## src/rtl/bin_to_seg_bank.sv

```systemverilog
// Sequential double-dabble binary-to-BCD converter feeding eight registered 7-segment digits.
// Optional macro LEADING_ZERO_BLANK_EN blanks digits above the most significant non-zero digit.
module bin_to_seg_bank #(
  parameter int unsigned IN_WIDTH = 27
) (
  input  logic                CLK100MHZ,
  input  logic                reset,
  input  logic [IN_WIDTH-1:0] in_value,
  input  logic                in_valid,
  output logic                in_ready,
  output logic                done,
  output logic                overflow,
  output logic [6:0]          CA7,
  output logic [6:0]          CA6,
  output logic [6:0]          CA5,
  output logic [6:0]          CA4,
  output logic [6:0]          CA3,
  output logic [6:0]          CA2,
  output logic [6:0]          CA1,
  output logic [6:0]          CA0
);

  localparam int unsigned CntW     = $clog2(IN_WIDTH + 1);
  localparam logic [31:0] MaxValue = 32'd99_999_999;
  localparam logic [6:0]  SegBlank = 7'b1111111;
  localparam logic [6:0]  SegDash  = 7'b1111110;

  typedef enum logic [1:0] {StIdle, StShift, StLoad} state_e;

  state_e                state_q, state_d;
  logic [IN_WIDTH-1:0]   bin_q, bin_d;
  logic [31:0]           bcd_q, bcd_d;
  logic [31:0]           bcd_adj;
  logic [CntW-1:0]       cnt_q, cnt_d;
  logic                  ovf_pend_q, ovf_pend_d;
  logic                  overflow_q, overflow_d;
  logic                  done_q, done_d;
  logic [7:0][6:0]       ca_q, ca_d;
  logic [7:0][6:0]       seg_num;
`ifdef LEADING_ZERO_BLANK_EN
  logic                  seen_nz;
`endif

  function automatic logic [6:0] seg_enc(input logic [3:0] d);
    logic [6:0] s;
    case (d)
      4'd0:    s = 7'b0000001;
      4'd1:    s = 7'b1001111;
      4'd2:    s = 7'b0010010;
      4'd3:    s = 7'b0000110;
      4'd4:    s = 7'b1001100;
      4'd5:    s = 7'b0100100;
      4'd6:    s = 7'b0100000;
      4'd7:    s = 7'b0001111;
      4'd8:    s = 7'b0000000;
      4'd9:    s = 7'b0000100;
      default: s = SegDash;
    endcase
    return s;
  endfunction

  // State register
  always_ff @(posedge CLK100MHZ) begin
    if (reset) begin
      state_q <= StIdle;
    end else begin
      state_q <= state_d;
    end
  end

  // Next-state logic
  always_comb begin
    state_d = state_q;
    unique case (state_q)
      StIdle:  if (in_valid) state_d = StShift;
      StShift: if (cnt_q == CntW'(1)) state_d = StLoad;
      StLoad:  state_d = StIdle;
      default: state_d = StIdle;
    endcase
  end

  // Output logic
  always_comb begin
    in_ready = (state_q == StIdle);
  end

  // Add-3 correction on every nibble before each shift
  always_comb begin
    bcd_adj = bcd_q;
    for (int i = 0; i < 8; i++) begin
      if (bcd_q[4*i +: 4] >= 4'd5) bcd_adj[4*i +: 4] = bcd_q[4*i +: 4] + 4'd3;
    end
  end

  always_comb begin
    seg_num = '0;
`ifdef LEADING_ZERO_BLANK_EN
    seen_nz = 1'b0;
`endif
    for (int i = 7; i >= 0; i--) begin
      seg_num[i] = seg_enc(bcd_q[4*i +: 4]);
`ifdef LEADING_ZERO_BLANK_EN
      if (bcd_q[4*i +: 4] != 4'd0) seen_nz = 1'b1;
      if (!seen_nz && (i != 0)) seg_num[i] = SegBlank;
`endif
    end
  end

  always_comb begin
    bin_d      = bin_q;
    bcd_d      = bcd_q;
    cnt_d      = cnt_q;
    ovf_pend_d = ovf_pend_q;
    overflow_d = overflow_q;
    ca_d       = ca_q;
    done_d     = 1'b0;
    unique case (state_q)
      StIdle: begin
        if (in_valid) begin
          bin_d      = in_value;
          bcd_d      = '0;
          cnt_d      = CntW'(IN_WIDTH);
          ovf_pend_d = ({{(32-IN_WIDTH){1'b0}}, in_value} > MaxValue);
        end
      end
      StShift: begin
        bcd_d = {bcd_adj[30:0], bin_q[IN_WIDTH-1]};
        bin_d = bin_q << 1;
        cnt_d = cnt_q - CntW'(1);
      end
      StLoad: begin
        ca_d       = ovf_pend_q ? {8{SegDash}} : seg_num;
        overflow_d = ovf_pend_q;
        done_d     = 1'b1;
      end
      default: ;
    endcase
  end

  always_ff @(posedge CLK100MHZ) begin
    if (reset) begin
      bin_q      <= '0;
      bcd_q      <= '0;
      cnt_q      <= '0;
      ovf_pend_q <= 1'b0;
      overflow_q <= 1'b0;
      done_q     <= 1'b0;
      ca_q       <= {8{SegBlank}};
    end else begin
      bin_q      <= bin_d;
      bcd_q      <= bcd_d;
      cnt_q      <= cnt_d;
      ovf_pend_q <= ovf_pend_d;
      overflow_q <= overflow_d;
      done_q     <= done_d;
      ca_q       <= ca_d;
    end
  end

  assign done     = done_q;
  assign overflow = overflow_q;
  assign CA7      = ca_q[7];
  assign CA6      = ca_q[6];
  assign CA5      = ca_q[5];
  assign CA4      = ca_q[4];
  assign CA3      = ca_q[3];
  assign CA2      = ca_q[2];
  assign CA1      = ca_q[1];
  assign CA0      = ca_q[0];

endmodule
```

## config.mk

```make
export PLATFORM = sky130hd
export DESIGN_NAME = bin_to_seg_bank
export DESIGN_NICKNAME = d
export VERILOG_FILES = /design/src/rtl/bin_to_seg_bank.sv
export SDC_FILE = /design/constraint.sdc
export NUM_CORES = 1
export LEC_CHECK = 0
export CAP_MARGIN = 40
export CORE_MARGIN = 1.5
export CORE_UTILIZATION = 47
export CTS_CLUSTER_SIZE = 30
export DETAILED_ROUTE_END_ITERATION = 7
export MAX_ROUTING_LAYER = met4
export PLACE_DENSITY_LB_ADDON = 0.25
export SLEW_MARGIN = 20
export SYNTH_ARGS = -nofsm -noshare
export SYNTH_HDL_FRONTEND = slang
export SYNTH_SLANG_ARGS = --single-unit
```

## constraint.sdc

```tcl
create_clock -name CLK100MHZ -period 3.97 [get_ports CLK100MHZ]
set_input_delay 0.397 -clock CLK100MHZ [delete_from_list [all_inputs] [get_ports CLK100MHZ]]
set_output_delay 0.397 -clock CLK100MHZ [all_outputs]
set_load 0.02 [all_outputs]
```

# Word-level counts from Yosys, hierarchy flattened
# Memories as Yosys holds them, arrays and structs flattened. A register that Yosys moved wholly into a read port is not among the register bits.
# Cells that the tools add are included.
# word_totals
memories	8
mem_bits_ro	896
regBits	125
out_inout_bits	59
in_bits	30
# op_classes
n_addsub	9
n_lt_le_gt_ge	9
n_eq_ne	5
reduce_logical	5
n_mux	35
# memory_table
memory	words	word_bits	rd	rd_ports_with_merged_regs	wr	line_no	text
(name not given)	16	7	1	1	0	46	case (d)
(name not given)	16	7	1	1	0	46	
(name not given)	16	7	1	1	0	46	
(name not given)	16	7	1	1	0	46	
(name not given)	16	7	1	1	0	46	
(name not given)	16	7	1	1	0	46	
2 more memories	n/a	n/a	n/a	n/a	n/a	n/a	
# op_table
cell	count
4-bit 2-to-1 mux	23
32-bit case mux with 2 select lines	1
56-bit 2-to-1 mux	1
27-bit case mux with 2 select lines	1
4-bit by 3-bit greater-or-equal comparator with 1-bit output (second input constant)	8
32-bit 2-to-1 mux	1
4-bit by 2-bit adder with 4-bit output (second input constant)	7
27-bit > comparator (second input constant)	1
27-bit 2-to-1 mux	1
5-bit case mux with 2 select lines	1
2-bit AND reduction	3
5-bit by 1-bit equality test with 1-bit output (second input constant)	1
5-bit 2-to-1 mux	1
5-bit by 1-bit subtractor with 5-bit output (second input constant)	1
2-bit 2-to-1 mux	2
2-bit != test (second input constant)	2
2-bit case mux with 2 select lines	1
3-bit by 2-bit adder with 3-bit output (second input constant)	1
3-bit 2-to-1 mux	1
2-bit by 1-bit equality test with 1-bit output (second input constant)	1
2-bit equality test (second input constant)	1
2-bit zero test	1
2-bit nonzero test	1
1-bit 2-to-1 mux	1

# Depth between registers and ports, before layout
# logic_depth
ltp_word	5
ltp_mapped	12

# Least setup slack after synthesis
# Ideal clock, no wire load.
# synth_path
path_kind	reg2reg
from	register state_q[1]
to	register seg_num[5] (netlist name)
synth_period_minus_slack_ns	2.183
stages_incl_launch_ff	11
setup_slack_ns	1.787
t_arrival_ns	2.069
cell_sequence	dfxtp_1 > buf_6 > o21ba_2 > buf_2 > nor2_2 > buf_2 > a22oi_1 > ha_1 > inv_1 > a21oi_1 > o21a_1
# synth_via
elab_chain_len	5
elab_cells_between_ends	8
# synth_rtl
element	line_no	text
start, declared	30	state_e state_q, state_d;
start signal, assigned	65	state_q <= StIdle;
start signal, assigned	67	state_q <= state_d;
2-bit by 1-bit equality test with 1-bit output or 2-bit zero test (tied branches)	117	unique case (state_q)
2-bit nonzero test (no source line) or 2-bit != test (tied branches)	n/a	
2-bit AND reduction (no source line)	n/a	
4-bit 2-to-1 mux (no source line) * (2 in series)	n/a	
# Mark *: on every way between the ends. The rest lies on a longest branch, timed or not.
# A chain may end at the register's enable or synchronous reset.

# Final worst setup path
# layout_path
from	register state_q[1]
to	register seg_num[43] (netlist name)
# layout_via
elab_chain_len	5
elab_cells_between_ends	8
# layout_rtl
element	line_no
2-bit by 1-bit equality test with 1-bit output or 2-bit zero test (tied branches)	117
2-bit nonzero test (no source line) or 2-bit != test (tied branches)	n/a
2-bit AND reduction (no source line)	n/a
4-bit 2-to-1 mux (no source line) * (2 in series)	n/a
# Marked as above.

==> results.md <==
* Result of the run: finished, final reports clean
* Ratio of cells with drive above 1 in the final layout at 7.476%
* Total wirelength of the detailed-routed design at 17.52 mm
* Worst flop-to-flop path endpoint: seg_num[43]
* Warnings, synthesis at 0
* Number of stages on the worst hold path at 2
* Fraction of the mapped netlist area in compound gates at 17.25%
* Die area at 18320 sq um
* Share of Yosys cell area claimed by the top area cell type at 44.02%
* Internal power of the cells at 2.876 mW
* All-layer global routing usage at 20.43%
* Diodes inserted at 0
* Worst setup path endpoint: seg_num[43]
* Clock H-tree levels at 4
* Sinks on the clock net at 181
* Clock tree from TritonCTS: done
* Per-cell via count in the routed design at 5.245
* Leak pwr at 4.587 nW
* Post-route clock skew at 0.009978 ns
* Cell type group with the largest total delay on the critical path: compound AO/OA/AOI/OAI gates
* Multiplexer share of the synthesized area at 3.086%
* Clock transition at the registers of the reported paths at 0.07 ns
* Final period demand of the worst path at 2.922 ns
* Share of synthesized area occupied by flip-flops and latches at 44.02%
* Number of endpoints failing setup at the final stage at 0
* Final Max Slew Viols at 0
* Mean routed wirelength per cell at 13.96 microns
* Quantity of hold-fixing buffers added after cts at 0
* Post-route clock period utilization at 73.60%
* Most area-hungry cell type in the Yosys netlist: dfxtp_1
* Core area at 17180 sq um
* Xor and xnor fraction of the mapped netlist area at 0.8512%
* Cells resized by post-CTS repair at 0
* Router iterations before antenna repair at 7
* Element type at the critical path end: flop
* Cell chosen for the clock root: clkbuf_16
* Horiz. Die Dim at 135.3 microns
* Combinational family with the most area after synthesis: simple AND/OR/NAND/NOR gates
* Synth Area in Adders at 9.272%
* Placer congestion estimate at 0.8579
* Area growth, synth to finish at 20.03%
* Dominant synthesized flop cell: dfxtp_1
* Average cell area after synthesis at 8.692 sq um
* Total non-filler cell area in the finished layout at 9881 sq um
* Placed inst area at 9298 sq um
* Simple-gate area share of the yosys netlist at 19.94%
* Worst min-delay path class: flop to flop
* Combinational group share of total power at 7.4%
* Drt first-iter violations at 385
* Slew of the pin with the lowest slew margin at 0.6912 ns
* Number of core rows at 48
* Worst-skew pair later-pin latency at 0.44 ns
* Count of state elements after synthesis at 181
* Wire length of the first global-routing pass at 29.06 mm
* Unrepaired setup endpoints after global routing: no
* Final std cells w/o fill at 1255
* Max Clk Rate at 0.3422 GHz
* Switching share of total power at 25.43%
* Worst path arrival time at 3.24 ns
* Worst vdd ir at 0.0003003 V
* Post-synthesis cell type count at 60
* Netlist area before placement at 8232 sq um
* Critical Path, Cell by Cell: buf_4 > o21ba_2 > nor2_4 > nand2_1 > o21ai_0 > inv_1 > ha_1 > o311ai_0
* Worst path max stage delay at 0.58 ns
* Total via count after detailed routing at 6582
* Count of unresolved DRC violations after routing at 0
* Largest net degree at the start of global routing at 58
* Post-route setup TNS at 0 ns
* DP Cell Count at 1223
* Crit path required time at 4.29 ns
* Depth of the critical timing path with buffers and inverters included at 8
* Proportion of power drawn by the clock network at 43.3%
* Post-Synthesis Net Count at 1038
* Total buffers and inverters traversed by the critical path at 2
* Via count of the first global-routing pass at 6082
* Share of total power in sequential cells at 49.4%
* Launch point of the worst path: state_q[1]
* Hold Fails Final Rpt at 0
* Leading cell type by number of instances after synthesis: nand2_1
* Slew margin rel. at 53.87%
* Grt ovf at 0
* Clock Tree Buf Depth at 2
* Slowest library cell on the worst path: dfxtp_1
* Number of synthesized flops with an enable pin at 0
* Count of antenna-violating nets left after detailed routing at 0
* Category of the critical setup timing path: flop to flop
* Vertical die dimension at 135.3 microns
* Leading cell types by total area after synthesis: dfxtp_1 44%, ha_1 9.3%, nand2_1 8.8%, nand3_1 3.6%, a22oi_1 3.5%
* Path depth of the worst reg2reg path at 8
* Setup slack, reg-to-reg at 1.05 ns
* Starting density of the core at 47.92%
* Initial antenna violation count at 0
* Total power density per cell area at 390.3 nW/um^2
* Number of setup buffers added after CTS at 0
* Number of nets in the layout at 1108
* Crit Reg-Reg Startpoint: state_q[1]
* Top fanout value on the critical path at 19
* Share of flip-flops with an asynchronous set or reset at 0%
* Total net switching power at 980.7 uW
* Post-synth top cells: 192 x nand2_1, 181 x dfxtp_1, 61 x ha_1
* Post-Syn Instances at 947
* Number of clock buffers inserted by TritonCTS at 17
* Max-capacitance violation count at 0
* Kind of start point of the critical path: flop
* DP Wirelength at 11.95 mm
* Number of I/O port buffers at 88
* IO Count at 89
[power groups by stage]
stage,registers [mW],clock network [mW],logic [mW]
after CTS,1.90,1.71,0.287
after global placement,1.94,0,0.277
after detailed placement,1.95,0,0.286
final,1.90,1.67,0.284
after global routing,1.91,1.78,0.315
after floorplan,1.94,0,0.166
[through the flow]
step	hold WS, ns	worst slack (ns)	util [%]	power (mW)
3_5_place_dp	0.4235	0.7217	54.13	2.232
4_1_cts	0.4407	1.044	57.52	3.899
3_3_place_gp	0.4195	0.7520	53.98	2.222
6_report	0.4366	1.048	57.52	3.857
5_1_grt	0.4551	0.8112	57.52	4.006
2_1_floorplan	0.4156	1.787	-	2.109
[how the worst min path moves through the flow]
stage	end	slack, ns	start
after detailed placement	CA6[5]	0.42	seg_num[47]
final	bin_q[13]	0.44	bin_q[12]
after CTS	bin_q[15]	0.44	bin_q[14]
after global placement	CA0[2]	0.42	seg_num[2]
after global routing	CA4[3]	0.46	seg_num[31]
after floorplan	CA4[1]	0.42	seg_num[29]
[per-layer routing]
metal	routed length [microns]	GRT usage, %
met3	489	3.928
met5	0	-
met4	218	6.452
met2	8463	33.65
met1	8345	25.32
[flip-flops by register name, indices dropped and copies added, names as in the netlist]
| register | count |
|---|---|
| state_q | 2 |
| ovf_pend_q | 1 |
| cnt_q | 5 |
| CA1 | 7 |
| CA5 | 7 |
| seg_num | 56 |
| CA0 | 7 |
| overflow | 1 |
| done | 1 |
| CA3 | 7 |
| bcd_q | 32 |
| CA6 | 7 |
| bin_q | 27 |
| CA2 | 7 |
| CA7 | 7 |
| CA4 | 7 |
[worst min-delay path, stage by stage (launching register included)]
cell and delay (ns):
dfxtp_1 0.31, nand2_1 0.05, nand2_1 0.04
[cells in the final DEF, fill, tap and decap left out, types with 6 or more instances in the layout]
cell / Yosys / routed
o21a_1: 6 / 6
nand3b_1: 10 / 10
a211o_1: 11 / 11
ha_1: 61 / 61
a22o_1: 6 / 6
mux2i_1: 22 / 22
dfxtp_1: 181 / 181
a211oi_1: 7 / 7
a21o_1: 11 / 11
xnor2_1: 8 / 8
clkdlybuf4s50_1: 0 / 88
a22oi_1: 38 / 38
inv_1: 58 / 58
o21ai_0: 31 / 31
a21oi_1: 47 / 46
inv_6: 0 / 7
buf_4: 0 / 11
nor3_1: 20 / 20
nor2_1: 35 / 33
nand2_1: 192 / 192
clkbuf_16: 0 / 17
nand2b_1: 12 / 11
or2_2: 7 / 7
nand3_1: 59 / 59
[kinds of logic after synthesis]
logic type / count (synthesis)
simple gates: 361
mux: 25
fa+ha+maj: 61
compound gates: 200
buf+inv: 111
xor+xnor: 8
flops: 181
[final cells by class]
type	instances	area [sq um]
fillers	1576	7296
well taps	225	281.5
clock buffers	17	425.4
repair buffers	100	974.7
multi-input cells	655	4185
inverters	62	232.7
flip-flops and latches	181	3623
clock inverters	15	157.7
Power figures use the tool's default switching activity.
